===== src/rtl/ps2_pkg.sv =====
// Shared PS/2 definitions: host transmitter state encoding, frame layout and
// the keyboard command bytes the CPU commonly sends.
package ps2_pkg;

  typedef enum logic [2:0] {
    IDLE,
    INHIBIT,
    START,
    SHIFT,
    ACK,
    WAITHI
  } ps2_state_t;

  localparam int PS2_FRAME_BITS  = 11;
  localparam int PS2_PARITY_FALL = 9;
  localparam int PS2_STOP_FALL   = 10;

  localparam logic [7:0] PS2_CMD_SET_LEDS = 8'hED;
  localparam logic [7:0] PS2_CMD_RESET    = 8'hFF;

  function automatic logic ps2_odd_parity(input logic [7:0] d);
    return ~^d;
  endfunction

endpackage


===== src/rtl/ps2_sync_edge.sv =====
// Multi-stage synchronizer for one raw PS/2 pin plus a falling-edge strobe on
// the synchronized level. Flops idle high to match the pulled-up bus.
module ps2_sync_edge #(
  parameter int SYNC_STAGES = 2
) (
  input  logic clk,
  input  logic rst,
  input  logic din,
  output logic dout,
  output logic fall
);

  logic [SYNC_STAGES-1:0] sync_p;
  logic                   prev_p;

  always_ff @(posedge clk or posedge rst) begin
    if (rst) begin
      sync_p <= '1;
      prev_p <= 1'b1;
    end else begin
      sync_p <= (sync_p << 1) | SYNC_STAGES'(din);
      prev_p <= sync_p[SYNC_STAGES-1];
    end
  end

  assign dout = sync_p[SYNC_STAGES-1];
  assign fall = prev_p & ~sync_p[SYNC_STAGES-1];

endmodule


===== src/rtl/ps2_host_tx.sv =====
// PS/2 host-to-device command transmitter: inhibits the bus, issues a start
// bit, shifts the byte out on device clock falls and checks the device ACK.
module ps2_host_tx
  import ps2_pkg::*;
#(
  parameter int INHIBIT_CYCLES = 2048,
  parameter int TIMEOUT_CYCLES = 262144,
  parameter int SYNC_STAGES    = 2
) (
  input  logic       CLK,
  input  logic       RST,
  input  logic [7:0] TX_DATA,
  input  logic       TX_START,
  output logic       TX_BUSY,
  output logic       TX_DONE,
  output logic       TX_ERR,
  input  logic       KB_CLK_IN,
  input  logic       KB_DATA_IN,
  output logic       KB_CLK_OE,
  output logic       KB_DATA_OE
);

  localparam int INH_W = (INHIBIT_CYCLES > 2) ? $clog2(INHIBIT_CYCLES) : 1;
  localparam int TO_W  = (TIMEOUT_CYCLES > 2) ? $clog2(TIMEOUT_CYCLES) : 1;
  localparam int BIT_W = $clog2(PS2_FRAME_BITS);

  // The START cycle is the final inhibit cycle, so the counter stops two short.
  localparam logic [INH_W-1:0] INH_LAST    = INH_W'(INHIBIT_CYCLES - 2);
  localparam logic [TO_W-1:0]  TO_LAST     = TO_W'(TIMEOUT_CYCLES - 1);
  localparam logic [BIT_W-1:0] PARITY_IDX  = BIT_W'(PS2_PARITY_FALL - 1);
  localparam logic [BIT_W-1:0] DATA_FALLS  = BIT_W'(8);

  ps2_state_t       state;
  logic [INH_W-1:0] inh_cnt;
  logic [TO_W-1:0]  to_cnt;
  logic [BIT_W-1:0] bit_cnt;
  logic [7:0]       data_q;
  logic             parity_q;
  logic             busy_q;
  logic             done_q;
  logic             err_q;
  logic             clk_oe_q;
  logic             data_oe_q;

  logic kb_clk_s;
  logic kb_clk_fall;
  logic kb_data_s;
  logic data_fall_unused;
  logic frame_live;

  ps2_sync_edge #(.SYNC_STAGES(SYNC_STAGES)) u_clk_sync (
    .clk  (CLK),
    .rst  (RST),
    .din  (KB_CLK_IN),
    .dout (kb_clk_s),
    .fall (kb_clk_fall)
  );

  ps2_sync_edge #(.SYNC_STAGES(SYNC_STAGES)) u_data_sync (
    .clk  (CLK),
    .rst  (RST),
    .din  (KB_DATA_IN),
    .dout (kb_data_s),
    .fall (data_fall_unused)
  );

  assign frame_live = (state == SHIFT) || (state == ACK) || (state == WAITHI);

  always_ff @(posedge CLK or posedge RST) begin
    if (RST) begin
      state     <= IDLE;
      inh_cnt   <= '0;
      to_cnt    <= '0;
      bit_cnt   <= '0;
      data_q    <= '0;
      parity_q  <= 1'b0;
      busy_q    <= 1'b0;
      done_q    <= 1'b0;
      err_q     <= 1'b0;
      clk_oe_q  <= 1'b0;
      data_oe_q <= 1'b0;
    end else begin
      done_q <= 1'b0;
      if (frame_live && (to_cnt == TO_LAST)) begin
        // Device stopped clocking or never acknowledged: give the bus back.
        clk_oe_q  <= 1'b0;
        data_oe_q <= 1'b0;
        err_q     <= 1'b1;
        done_q    <= 1'b1;
        busy_q    <= 1'b0;
        state     <= IDLE;
      end else begin
        if (frame_live) begin
          to_cnt <= to_cnt + 1'b1;
        end
        case (state)
          IDLE: begin
            if (TX_START && !done_q) begin
              data_q   <= TX_DATA;
              parity_q <= ps2_odd_parity(TX_DATA);
              err_q    <= 1'b0;
              busy_q   <= 1'b1;
              inh_cnt  <= '0;
              clk_oe_q <= 1'b1;
              state    <= INHIBIT;
            end
          end
          INHIBIT: begin
            if (inh_cnt == INH_LAST) begin
              data_oe_q <= 1'b1;
              state     <= START;
            end else begin
              inh_cnt <= inh_cnt + 1'b1;
            end
          end
          START: begin
            clk_oe_q <= 1'b0;
            bit_cnt  <= '0;
            to_cnt   <= '0;
            state    <= SHIFT;
          end
          SHIFT: begin
            if (kb_clk_fall) begin
              bit_cnt <= bit_cnt + 1'b1;
              if (bit_cnt < DATA_FALLS) begin
                data_oe_q <= ~data_q[bit_cnt[2:0]];
              end else if (bit_cnt == PARITY_IDX) begin
                data_oe_q <= ~parity_q;
              end else begin
                data_oe_q <= 1'b0;
                state     <= ACK;
              end
            end
          end
          ACK: begin
            if (kb_clk_fall) begin
              err_q <= kb_data_s;
              state <= WAITHI;
            end
          end
          WAITHI: begin
            if (kb_clk_s && kb_data_s) begin
              done_q <= 1'b1;
              busy_q <= 1'b0;
              state  <= IDLE;
            end
          end
          default: state <= IDLE;
        endcase
      end
    end
  end

  assign TX_BUSY    = busy_q;
  assign TX_DONE    = done_q;
  assign TX_ERR     = err_q;
  assign KB_CLK_OE  = clk_oe_q;
  assign KB_DATA_OE = data_oe_q;

endmodule


===== config.mk =====
export PLATFORM = sky130hd
export DESIGN_NAME = ps2_host_tx
export DESIGN_NICKNAME = d
export VERILOG_FILES = /design/src/rtl/ps2_pkg.sv /design/src/rtl/ps2_sync_edge.sv /design/src/rtl/ps2_host_tx.sv
export SDC_FILE = /design/constraint.sdc
export NUM_CORES = 1
export LEC_CHECK = 0
export CORE_MARGIN = 2
export CORE_UTILIZATION = 45
export DETAILED_ROUTE_END_ITERATION = 12
export DONT_BUFFER_PORTS = 1
export PLACE_DENSITY = 0.59
export SLEW_MARGIN = 25
export SYNTH_ARGS = -nofsm -noshare
export SYNTH_HDL_FRONTEND = slang
export SYNTH_SLANG_ARGS = --single-unit
export TNS_END_PERCENT = 10

===== constraint.sdc =====
create_clock -name CLK -period 3 [get_ports CLK]
set_input_delay 0.3 -clock CLK [delete_from_list [all_inputs] [get_ports CLK]]
set_output_delay 0.3 -clock CLK [all_outputs]
set_load 0.01 [all_outputs]

==> flow_metrics.env <==
export IMPL_cts_tree="built"
export IMPL_postSynth_asyncResetShare=1.00
export IMPL_p_clk_frac=0.200
export IMPL_fillCellCount=591
export IMPL_fin_cells=388
export IMPL_worstPathMaxFanout=15
export IMPL_ios=18
export IMPL_p_seq_frac=0.518
export IMPL_rsz0062_at_grt="no"
export IMPL_cts_buffers=5
export IMPL_status="complete, no violations"
export IMPL_design_area_sq_um=3180
export IMPL_ys_warn_count=0
export IMPL_start_kind="register"
export IMPL_cts_root_buf="clkbuf_8"
export IMPL_total_leakage_power_nw=1.31
export IMPL_synth_edf_count=0
export IMPL_yosysUniqueCellTypes=56
export IMPL_period_share=0.673
export IMPL_swShare=0.363
export IMPL_cts_resized=0
export IMPL_layout_min_cycle_time_ns=2.02
export IMPL_rows=29
export IMPL_worst_pin_slew_ns=0.622
export IMPL_synth_seq_cells=55
export IMPL_setup_viol=0
export IMPL_hold_class="input port to register"
export IMPL_clk_latency_ns=0.32
export IMPL_grt_max_degree=31
export IMPL_grtUsageTotal=0.179
export IMPL_layout_drive_gt1_share=0.113
export IMPL_multi_input_area_sq_um=1510
export IMPL_final_seq_area_sq_um=1380
export IMPL_cts_sinks=55
export IMPL_synth_top_flop_cell="dfrtp_1"
export IMPL_cts_max_path_buffers=2
export IMPL_tns_ns=0
export IMPL_fin_nets=328
export IMPL_drt_wl_total_um=5750
export IMPL_htree_levels=2
export IMPL_finClkSkew_ns=0.0108
export IMPL_power_density_nw_per_um2=674
export IMPL_peakVddDrop_v=0.000328
export IMPL_diodes=0
export IMPL_core_area_sq_um=6390
export IMPL_mostFrequentLayoutCells="dfrtp_1 (50), nand2_1 (48), nor2_1 (26)"
export IMPL_ant_nets=0
export IMPL_slew_headroom=0.585
export IMPL_slew_viol_final=0
export IMPL_drc=0
export IMPL_grt_pass1_wl_um=10400
export IMPL_dp_cells=377
export IMPL_hold_violations=0
export IMPL_vias_per_cell=5.57
export IMPL_drt_first_pass_iters=4
export IMPL_synth_cells=304
export IMPL_path_clk_slew_ns=0.11
export IMPL_fin_util=0.497
export IMPL_worstSetupPathType="register to register"
export IMPL_die_h_um=85.3
export IMPL_fmaxAchievable_mhz=495
export IMPL_syn2layout_area_growth_pct=6.77
export IMPL_p_comb_frac=0.283
export IMPL_cp_data_arrival_time_ns=2.23
export IMPL_initial_core_util=0.466
export IMPL_gp_congestion=0.813
export IMPL_die_area_sq_um=7280
export IMPL_intPower_w=0.00136
export IMPL_port_buffers=0
export IMPL_yosysSeqAreaShare=0.465
export IMPL_vias=2161
export IMPL_wl_per_cell_um=14.8
export IMPL_synthesis_area_sq_um=2970
export IMPL_die_w_um=85.3
export IMPL_drtIter0Drc=121
export IMPL_fin_hold_ws_ns=0.0796
export IMPL_synth_nets=322
export IMPL_power_switching_w=0.000777
export IMPL_grt_overflow=0
export IMPL_cp_required_ns=3.21
export IMPL_endpoint_kind="register"
export IMPL_antenna_found_initial=0
export IMPL_drv_cap=0
export IMPL_mostFrequentLayoutCell="dfrtp_1"
export IMPL_dp_final_hpwl_um=4260
export IMPL_avgSynthCellArea_sq_um=9.78
export IMPL_place_area_sq_um=3050
export IMPL_grt_pass1_vias=2112
[layer usage]
layer	track usage	up-vias	share of wire
li1	-	1098	-
met1	0.258	1017	0.49
met2	0.279	39	0.46
met3	0.0360	7	0.036
met4	0.0390	0	0.015
met5	0	-	0
[metrics by stage]
stage                     power (W)  setup WS, ns
after global placement      0.00172          1.11
after detailed placement    0.00173          1.04
final                       0.00214         0.982
after floorplan             0.00159          1.19
after global routing        0.00232         0.750
after CTS                   0.00217          1.00
[state kept, by name, summed over array words and instances (netlist names), 2 cells and up]
| signal | flops |
|---|---|
| u_clk_sync.sync_p | 2 |
| data_q | 8 |
| bit_cnt | 4 |
| to_cnt | 18 |
| state | 3 |
| u_data_sync.sync_p | 2 |
| inh_cnt | 11 |
[logic make-up after synthesis]
| logic type | Yosys count | synth area share |
|---|---|---|
| AO/OA/AOI/OAI | 56 | 0.133 |
| XOR/XNOR | 21 | 0.0618 |
| adder cells (fa/ha/maj) | 5 | 0.0210 |
| buffers and inverters | 18 | 0.0269 |
| flip-flops | 55 | 0.465 |
| multiplexers | 4 | 0.0223 |
| AND/OR/NAND/NOR | 145 | 0.270 |
[worst max-delay path: stages, from the launching register on]
cell and delay (ns):
dfrtp_1 0.55, nor2_1 0.28, nand3b_1 0.45, a211oi_1 0.41, xnor2_1 0.16, nor2_1 0.06
[worst paths after layout]
check / endpoint / slack [ns] / cells past startpoint / start
hold reg to reg: u_clk_sync.sync_p[1] / 0.36 / 0 / u_clk_sync.sync_p[0]
setup / recovery: inh_cnt[10] / 0.98 / 5 / state[2]
setup reg to reg: inh_cnt[10] / 0.98 / 5 / state[2]
hold / removal: data_q[6] / 0.08 / 2 / TX_DATA[6]
min in group asynchronous: TX_DONE / 0.51 / 2 / RST
max in group asynchronous: u_data_sync.sync_p[1] / 1.67 / 3 / RST
[cells in the mapped netlist (4+ instances only)]
library cell	number	area [sq um]
xnor2_1	19	166
ha_1	5	62.6
a21oi_1	11	55.1
o31ai_1	5	37.5
clkbuf_1	4	15.0
nand2_1	48	180
nor2_1	26	97.6
nand2b_1	5	31.3
inv_1	11	41.3
dfstp_2	5	131
or3_1	4	25.0
o211ai_1	4	30.0
dfrtp_1	50	1250
nor3_1	8	40.0
nor4_1	5	31.3
nand3_1	20	100
o21ai_0	13	65.1
a211oi_1	4	30.0
[power groups by stage]
stage	registers, W	logic, W	clock network (W)
2_1_floorplan	0.00105	0.000536	0
3_3_place_gp	0.00112	0.000603	0
3_5_place_dp	0.00112	0.000611	0
4_1_cts	0.00111	0.000617	0.000442
5_1_grt	0.00114	0.000702	0.000474
6_report	0.00111	0.000605	0.000427
[timing repair]
| action | CTS | global route |
|---|---|---|
| buffers inserted | 0 | 0 |
| hold buffers | 3 | 0 |
| hold endpoints to repair | 31 | 0 |
[layout make-up]
class / count / area share
clock buffer: 5 / 0.0217
clock inverter: 3 / 0.00709
inverter: 11 / 0.0130
multi-input combinational: 231 / 0.476
sequential: 55 / 0.435
tap: 77 / 0.0303
timing repair buffer: 6 / 0.0165
Note: power is estimated with default switching activity, not from simulation.
